<file path="src/rtl/reg_file_multi_if.sv">
// Bus-side signal bundle of the reg_file_multi register bank.
// The master drives the strobes and address; the slave returns read data and err.
interface reg_file_multi_if;
  logic [23:0] address;
  logic [31:0] data_in;
  logic        ws_n;
  logic        rs_n;
  logic [3:0]  be;
  logic        as;
  logic [31:0] data_out;
  logic        err;

  modport master (
    output address, data_in, ws_n, rs_n, be, as,
    input  data_out, err
  );

  modport slave (
    input  address, data_in, ws_n, rs_n, be, as,
    output data_out, err
  );
endinterface

</file>
<file path="src/rtl/reg_file_multi.sv">
// Register bank slave: NUM_LFSR Galois LFSR channels, CTRL, ACCESS_CNT and scratch words.
// A single access is taken per chip-select assertion; reads are registered.
module reg_file_multi #(
  parameter int          NUM_REGS      = 8,
  parameter int          ADDR_SEL_BITS = 3,
  parameter int          NUM_LFSR      = 2,
  parameter logic [31:0] LFSR_POLY     = 32'h80200003,
  parameter logic [31:0] LFSR_SEED     = 32'h00000001,
  parameter logic [31:0] RESET_DATA    = 32'hfee1dead
) (
  input logic             clk,
  input logic             rst_n,
  reg_file_multi_if.slave bus
);
  localparam int CTRL_IDX = NUM_LFSR;
  localparam int CNT_IDX  = NUM_LFSR + 1;
  localparam int SCR_BASE = NUM_LFSR + 2;
  localparam int NUM_SCR  = NUM_REGS - SCR_BASE;

  function automatic logic [31:0] lfsr_step(input logic [31:0] r);
    return (r >> 1) ^ ({32{r[0]}} & LFSR_POLY);
  endfunction

  function automatic logic [31:0] byte_merge(input logic [31:0] old_v,
                                             input logic [31:0] new_v,
                                             input logic [31:0] mask);
    return (old_v & ~mask) | (new_v & mask);
  endfunction

  logic                     rw_state_r;
  logic [31:0]              lfsr_r   [NUM_LFSR];
  logic [31:0]              lfsr_nx_s[NUM_LFSR];
  logic [NUM_LFSR-1:0]      ctrl_r, ctrl_nx_s;
  logic [31:0]              cnt_r, cnt_nx_s;
  logic [31:0]              scr_r   [NUM_SCR];
  logic [31:0]              scr_nx_s[NUM_SCR];
  logic [31:0]              data_out_r;
  logic                     err_r;
  logic [31:0]              rdata_s;
  logic [31:0]              mask_s;
  logic [ADDR_SEL_BITS-1:0] idx_s;
  logic                     start_s, rd_s, wr_s, in_range_s;

  assign bus.data_out = data_out_r;
  assign bus.err      = err_r;

  // Access qualification and address decode
  always_comb begin
    start_s    = bus.as && !rw_state_r && (!bus.rs_n || !bus.ws_n);
    rd_s       = start_s && !bus.rs_n;
    in_range_s = (bus.address < 24'(NUM_REGS));
    // A concurrent write strobe is dropped when the read strobe is also low
    wr_s       = start_s && bus.rs_n && !bus.ws_n && in_range_s;
    idx_s      = bus.address[ADDR_SEL_BITS-1:0];
    mask_s     = {{8{bus.be[3]}}, {8{bus.be[2]}}, {8{bus.be[1]}}, {8{bus.be[0]}}};
  end

  // Read mux as an OR of one-hot selected words
  always_comb begin
    rdata_s = 32'h0;
    for (int i = 0; i < NUM_LFSR; i++)
      rdata_s = rdata_s | ((idx_s == ADDR_SEL_BITS'(i)) ? lfsr_r[i] : 32'h0);
    rdata_s = rdata_s | ((idx_s == ADDR_SEL_BITS'(CTRL_IDX)) ?
                         {{(32-NUM_LFSR){1'b0}}, ctrl_r} : 32'h0);
    rdata_s = rdata_s | ((idx_s == ADDR_SEL_BITS'(CNT_IDX)) ? cnt_r : 32'h0);
    for (int i = 0; i < NUM_SCR; i++)
      rdata_s = rdata_s | ((idx_s == ADDR_SEL_BITS'(SCR_BASE + i)) ? scr_r[i] : 32'h0);
  end

  // Next-state of every storage element
  always_comb begin
    for (int i = 0; i < NUM_LFSR; i++) begin
      lfsr_nx_s[i] = lfsr_r[i];
      if (wr_s && idx_s == ADDR_SEL_BITS'(i)) begin
        lfsr_nx_s[i] = byte_merge(lfsr_r[i], bus.data_in, mask_s);
        if (lfsr_nx_s[i] == 32'h0) lfsr_nx_s[i] = LFSR_SEED;
        else                       lfsr_nx_s[i] = lfsr_nx_s[i];
      end else if ((rd_s && in_range_s && idx_s == ADDR_SEL_BITS'(i)) || ctrl_r[i]) begin
        lfsr_nx_s[i] = lfsr_step(lfsr_r[i]);
      end else begin
        lfsr_nx_s[i] = lfsr_r[i];
      end
    end

    if (wr_s && idx_s == ADDR_SEL_BITS'(CTRL_IDX))
      ctrl_nx_s = (ctrl_r & ~mask_s[NUM_LFSR-1:0]) |
                  (bus.data_in[NUM_LFSR-1:0] & mask_s[NUM_LFSR-1:0]);
    else
      ctrl_nx_s = ctrl_r;

    // A write to the counter clears it and is itself not counted
    if (wr_s && idx_s == ADDR_SEL_BITS'(CNT_IDX)) cnt_nx_s = 32'h0;
    else if (start_s)                             cnt_nx_s = cnt_r + 32'h1;
    else                                          cnt_nx_s = cnt_r;

    for (int i = 0; i < NUM_SCR; i++) begin
      if (wr_s && idx_s == ADDR_SEL_BITS'(SCR_BASE + i))
        scr_nx_s[i] = byte_merge(scr_r[i], bus.data_in, mask_s);
      else
        scr_nx_s[i] = scr_r[i];
    end
  end

  // State registers, registered read data and error pulse
  always_ff @(posedge clk) begin
    if (!rst_n) begin
      rw_state_r <= 1'b0;
      data_out_r <= RESET_DATA;
      err_r      <= 1'b0;
      ctrl_r     <= '0;
      cnt_r      <= 32'h0;
      for (int i = 0; i < NUM_LFSR; i++) lfsr_r[i] <= LFSR_SEED + 32'(i);
      for (int i = 0; i < NUM_SCR; i++)  scr_r[i]  <= 32'h0;
    end else begin
      if (start_s)      rw_state_r <= 1'b1;
      else if (!bus.as) rw_state_r <= 1'b0;
      else              rw_state_r <= rw_state_r;
      if (rd_s) data_out_r <= in_range_s ? rdata_s : 32'h0;
      else      data_out_r <= data_out_r;
      err_r  <= start_s && !in_range_s;
      ctrl_r <= ctrl_nx_s;
      cnt_r  <= cnt_nx_s;
      for (int i = 0; i < NUM_LFSR; i++) lfsr_r[i] <= lfsr_nx_s[i];
      for (int i = 0; i < NUM_SCR; i++)  scr_r[i]  <= scr_nx_s[i];
    end
  end
endmodule

</file>
<file path="src/flat_wrapper.sv">
// flat-port wrapper written by rule: the top's interface ports become plain ports
module reg_file_multi_flat 
#(
  parameter int          NUM_REGS      = 8,
  parameter int          ADDR_SEL_BITS = 3,
  parameter int          NUM_LFSR      = 2,
  parameter logic [31:0] LFSR_POLY     = 32'h80200003,
  parameter logic [31:0] LFSR_SEED     = 32'h00000001,
  parameter logic [31:0] RESET_DATA    = 32'hfee1dead
)
  (clk, rst_n, bus_address, bus_data_in, bus_ws_n, bus_rs_n, bus_be, bus_as, bus_data_out, bus_err);
  reg_file_multi_if bus_i ();
  input logic clk;
  input logic rst_n;
  input wire logic [$bits(bus_i.address)-1:0] bus_address;
  input wire logic [$bits(bus_i.data_in)-1:0] bus_data_in;
  input wire logic [$bits(bus_i.ws_n)-1:0] bus_ws_n;
  input wire logic [$bits(bus_i.rs_n)-1:0] bus_rs_n;
  input wire logic [$bits(bus_i.be)-1:0] bus_be;
  input wire logic [$bits(bus_i.as)-1:0] bus_as;
  output wire logic [$bits(bus_i.data_out)-1:0] bus_data_out;
  output wire logic [$bits(bus_i.err)-1:0] bus_err;
  assign bus_i.address = bus_address;
  assign bus_i.data_in = bus_data_in;
  assign bus_i.ws_n = bus_ws_n;
  assign bus_i.rs_n = bus_rs_n;
  assign bus_i.be = bus_be;
  assign bus_i.as = bus_as;
  assign bus_data_out = bus_i.data_out;
  assign bus_err = bus_i.err;
  reg_file_multi #(.NUM_REGS(NUM_REGS), .ADDR_SEL_BITS(ADDR_SEL_BITS), .NUM_LFSR(NUM_LFSR), .LFSR_POLY(LFSR_POLY), .LFSR_SEED(LFSR_SEED), .RESET_DATA(RESET_DATA)) u_core (.clk(clk), .rst_n(rst_n), .bus(bus_i));
endmodule
</file>
<file path="config.mk">
export PLATFORM = sky130hd
export DESIGN_NAME = reg_file_multi_flat
export DESIGN_NICKNAME = d
export VERILOG_FILES = /design/src/rtl/reg_file_multi_if.sv /design/src/rtl/reg_file_multi.sv /design/src/flat_wrapper.sv
export SDC_FILE = /design/constraint.sdc
export NUM_CORES = 1
export LEC_CHECK = 0
export ABC_AREA = 1
export ABC_CLOCK_PERIOD_IN_PS = 4030
export BUFFER_PORTS_ARGS = -buffer_cell sky130_fd_sc_hd__buf_2
export CORE_MARGIN = 2
export CORE_UTILIZATION = 67
export CTS_BUF_LIST = sky130_fd_sc_hd__clkbuf_8
export CTS_CLUSTER_SIZE = 24
export DETAILED_ROUTE_END_ITERATION = 7
export PLACE_DENSITY = 0.88
export SLEW_MARGIN = 20
export SYNTH_ARGS = -nofsm -noshare
export SYNTH_HDL_FRONTEND = slang
export SYNTH_SLANG_ARGS = --single-unit
</file>
<file path="constraint.sdc">
create_clock -name clk -period 4.03 [get_ports clk]
set_input_delay 0.806 -clock clk [delete_from_list [all_inputs] [get_ports clk]]
set_output_delay 0.806 -clock clk [all_outputs]
set_load 0.01 [all_outputs]
</file>
After elaboration in Yosys (flattened, before gate mapping)

Memories as Yosys holds them, arrays and structs flattened.
Index checks and enable logic that the tools add are counted.

Register bits after elaboration: 68
Bits in writable memories: 192
Bits of input ports: 65
Output and inout port bits: 33
Logic and storage cells: 109
Memories: 2

Add/subtract/negate cells: 1
$lt $le $gt $ge: 1
Eq/ne operators: 8
Mux-type cells: 29
Bitwise operators: 34
Reductions and logical operators: 29

Memories:

| memory        | words | bits a word | read ports | clocked after Yosys merged registers in | wr ports | RTL line             | RTL |
|---|---|---|---|---|---|---|---|
| u_core.scr_r  | 4     | 32          | 4          | 0                                       | 4        | reg_file_multi.sv:35 | `logic [31:0] scr_r [NUM_SCR];` |
| u_core.lfsr_r | 2     | 32          | 2          | 0                                       | 2        | reg_file_multi.sv:31 | `logic [31:0] lfsr_r [NUM_LFSR];` |

Operator list:

| cell                  | count |
|---|---|
| $mux 32               | 24 |
| $or 32x32->32         | 13 |
| $and 32x32->32        | 7 |
| $logic_not 32->1      | 2 |
| $xor 31x32->32        | 2 |
| $add 32x1->32 const B | 1 |
| $not 32->32           | 1 |
| $lt 24x4->1 const B   | 1 |
| $logic_and 1x1->1     | 18 |
| $eq 3x3->1 const B    | 4 |
| $eq 3x2->1 const B    | 2 |
| $or 1x1->1            | 6 |
| $and 2x2->2           | 2 |
| $logic_not 1->1       | 4 |
| $mux 1                | 4 |
| $eq 3x1->1 const B    | 1 |
| $logic_not 3->1       | 1 |
| $logic_or 1x1->1      | 3 |
| $mux 2                | 1 |
| $ne 2x1->1 const B    | 1 |
| $not 2->2             | 1 |
| $or 2x2->2            | 1 |
| $reduce_or 2->1       | 1 |
| $not 1->1             | 1 |

Longest topological paths before layout

Word-level depth: 10
Mapped depth: 14
Gate-level depth less buffers: 12

Worst setup path before layout

Ideal clock, no wire load.

Path kind: input -> register
Start: input port bus_address[15]
End: register with a tool-made name
Library setup time: 119 ps
Arrival time: 2007 ps
Required time: 3911 ps
Path slack: 1904 ps
Stages on the path: 11
Buffers on the path: 1
Cells stage by stage: nor2_1 > nand2_1 > nor2_1 > nand2_1 > nor2_4 > nand2_4 > nor2_4 > buf_4 > nand2_2 > o21ai_0 > a21oi_1

RTL lines:

| item        | RTL line           | RTL |
|---|---|---|
| from (decl) | flat_wrapper.sv:15 | `input wire logic [$bits(bus_i.address)-1:0] bus_address;` |

==> run_results.csv <==
group,metric,value,unit
setup_path,start_kind,"primary input",
cts,ctsResizeCount,0,
global_route,grt_overflow_total,0,
power,sw_frac_of_total,25.1,%
setup_path,r2r_slack,1.61,ns
final_layout,fin_cells,2195,
power,pwr-share-comb,6.3,%
power,ir_worst_vdd,0.000257,V
cts,cts_buffers,44,
floorplanning,start_util,68.2,%
global_route,grt_max_degree,73,
synthesis,ys_seq_elements,260,
route,drcViolationCount,0,
place,dp_slack,1.03,ns
setup_path,crit_start,"bus_address[15]",
synthesis,synth_edf_count,0,
final_layout,final_cell_area,14200,µm²
place,placed_cell_area,13300,µm²
route,vias,13700,
setup_path,crit-reg2reg-launch,"u_core.rw_state_r$_SDFFE_PN0P_",
place,place_hpwl,27500,µm
synthesis,synth_warnings,0,
power,power.switching,1.35,mW
cts,post_cts_buffers,0,
timing,final_hold_viol_count,0,
final_layout,final_net_count,1996,
setup_path,cp_max_fo,22,
timing,finalClockSkew,0.0285,ns
synthesis,async_flop_share,0,%
route,drt_iter0_drc,2393,
final_layout,area_growth,11.0,%
route,drt_first_pass_iters,7,
floorplanning,die_area,20200,µm²
cts,clk_pin_slew,0.06,ns
floorplanning,die_x,142,µm
setup_path,critPathRequiredTime,4.46,ns
cts,cts.path.max_buffers,3,
route,wl,40900,µm
synthesis,yosysUniqueCellTypes,45,
floorplanning,core_region_area,18700,µm²
route,via_per_inst,6.22,
global_route,grt_pass1_vias,12400,
cts,hold_buffers,0,
cts,cts_tree,"built",
outcome,outcome,"complete, no violations",
synthesis,synth_top_area_share,40.8,%
synthesis,synth_flop_cell,"dfxtp_1",
synthesis,synthCells,1868,
setup_path,endpoint_kind,"flip-flop",
cts,clk_latency,0.57,ns
place,numPortBuffers,97,
timing,finalCriticalPeriod,2.50,ns
cts,cts_root_buffer,"clkbuf_8",
setup_path,arrival,2.93,ns
power,pwr-share-seq,48.2,%
synthesis,ys_seq_area_share,40.8,%
route,antenna_left,0,
power,pwr-share-clk,45.4,%
timing,hold_ws,0.459,ns
power,power.total,5.39,mW
synthesis,synth_top_cell_by_area,"dfxtp_1",
floorplanning,die_h,142,µm
final_layout,num_antenna_cells,0,
synthesis,syn_avg_cell_area,6.83,µm²
timing,fmax,400,MHz
timing,setup_ws,1.53,ns
synthesis,syn_area,12800,µm²
setup_path,crit_type,"in2reg",
synthesis,synth.area.top_cells,"dfxtp_1, nand2_1, a21oi_1, o21ai_0, inv_1",
timing,timing.final.crit_share,62.0,%
job,max-cap-violations,0,
timing,setup_viol,0,
floorplanning,io_pins,98,
global_route,antenna_found_initial,0,
synthesis,synth_nets,1934,
global_route,grt_pass1_wl,64100,µm
synthesis,ys_top_cells_by_count,"nand2_1, dfxtp_1, a21oi_1",
timing,tns,0,ns
timing,rsz0062_at_grt,"no",
place,place_congestion,0.958,
cts,cts_max_level,2,
setup_path,reg2regPathDepth,8,
cts,cts.sinks,260,
power,intPower,4.03,mW
synthesis,yosysMostFrequentCell,"nand2_1",
final_layout,drive_above_1_share,11.8,%
global_route,grt.total_usage,40.2,%
power,p_leak,5.38,nW
route,post_drt_wl_per_cell,18.6,µm
timing,relSlewSlack,45.4,%
final_layout,post-route-util,75.7,%
timing,drv_slew,0,
hold_path,min_path_type,"reg2reg",
power,p_per_area,380,nW/µm²
timing,worst_pin_slew,0.820,ns
floorplanning,placementRows,50,
place,dpl.cell_count,2118,
==> worst max-delay path, stage by stage <==
cell     delay [ns]
buf_2          0.10
nor2_1         0.09
nand2_1        0.06
nor2_1         0.10
nand2_1        0.12
nor2_4         0.23
nand2_4        0.17
nor2_4         0.53
nand2_1        0.39
a22oi_1        0.27
nor2_1         0.06
==> area by class of cell <==
cell class              count  area (µm²)
repair buffers            123         693
multi-input cells        1291        6270
well taps                 234         293
fillers                  1523        4540
clock inverters            22         153
clock buffers              55         757
flip-flops and latches    260        5200
inverters                 210         791
==> power groups by stage <==
| stage | Sequential [mW] | Combinational [mW] | Clock [mW] |
|---|---|---|---|
| floorplan | 2.66 | 0.179 | 0 |
| global placement | 2.65 | 0.322 | 0 |
| detailed placement | 2.65 | 0.325 | 0 |
| CTS | 2.60 | 0.327 | 2.44 |
| global route | 2.60 | 0.363 | 2.56 |
| finish | 2.60 | 0.341 | 2.45 |
==> cell families after synthesis <==
logic type,Yosys count,synth area share [%]
simple gates,740,24.9
compound gates,537,23.3
buf+inv,317,10.1
flops,260,40.8
xor+xnor,13,0.893
fa+ha+maj,1,0.0981
==> cells in the final DEF (no fill, tap or decap), types with 5 or more instances in the layout <==
| cell type | count |
|---|---|
| nor3_1 | 23 |
| buf_2 | 97 |
| nand2_2 | 7 |
| nor3b_1 | 5 |
| clkinv_2 | 8 |
| nand4_1 | 16 |
| o2111ai_1 | 11 |
| a22oi_1 | 48 |
| a221oi_1 | 15 |
| nand3_1 | 87 |
| o21ai_0 | 152 |
| nand2_1 | 408 |
| xor2_1 | 11 |
| nor2_4 | 5 |
| inv_1 | 208 |
| dfxtp_1 | 260 |
| clkbuf_8 | 55 |
| nand3_2 | 7 |
| buf_4 | 25 |
| inv_2 | 8 |
| o22ai_1 | 17 |
| o21ai_1 | 33 |
| nor2_1 | 161 |
| a21oi_1 | 245 |
==> layer usage <==
metal / vias up / track usage, % / share of wire (%)
met5: - / 0 / 0
met4: 0 / 14.5 / 3.6
met3: 164 / 9.83 / 15
met2: 998 / 60.8 / 43
met1: 6161 / 56.2 / 39
li1: 6334 / - / -
==> how the worst min path moves through the flow <==
| stage | start | slack (ns) | endpoint | depth (start not counted) |
|---|---|---|---|---|
| 6_report | flip-flop | 0.46 | flip-flop | 2 |
| 5_1_grt | flip-flop | 0.48 | flip-flop | 2 |
| 4_1_cts | flip-flop | 0.45 | flip-flop | 2 |
| 3_5_place_dp | flip-flop | 0.45 | flip-flop | 2 |
| 3_3_place_gp | flip-flop | 0.44 | flip-flop | 2 |
| 2_1_floorplan | flip-flop | 0.42 | flip-flop | 2 |
Note: power is estimated with default switching activity, not from simulation.
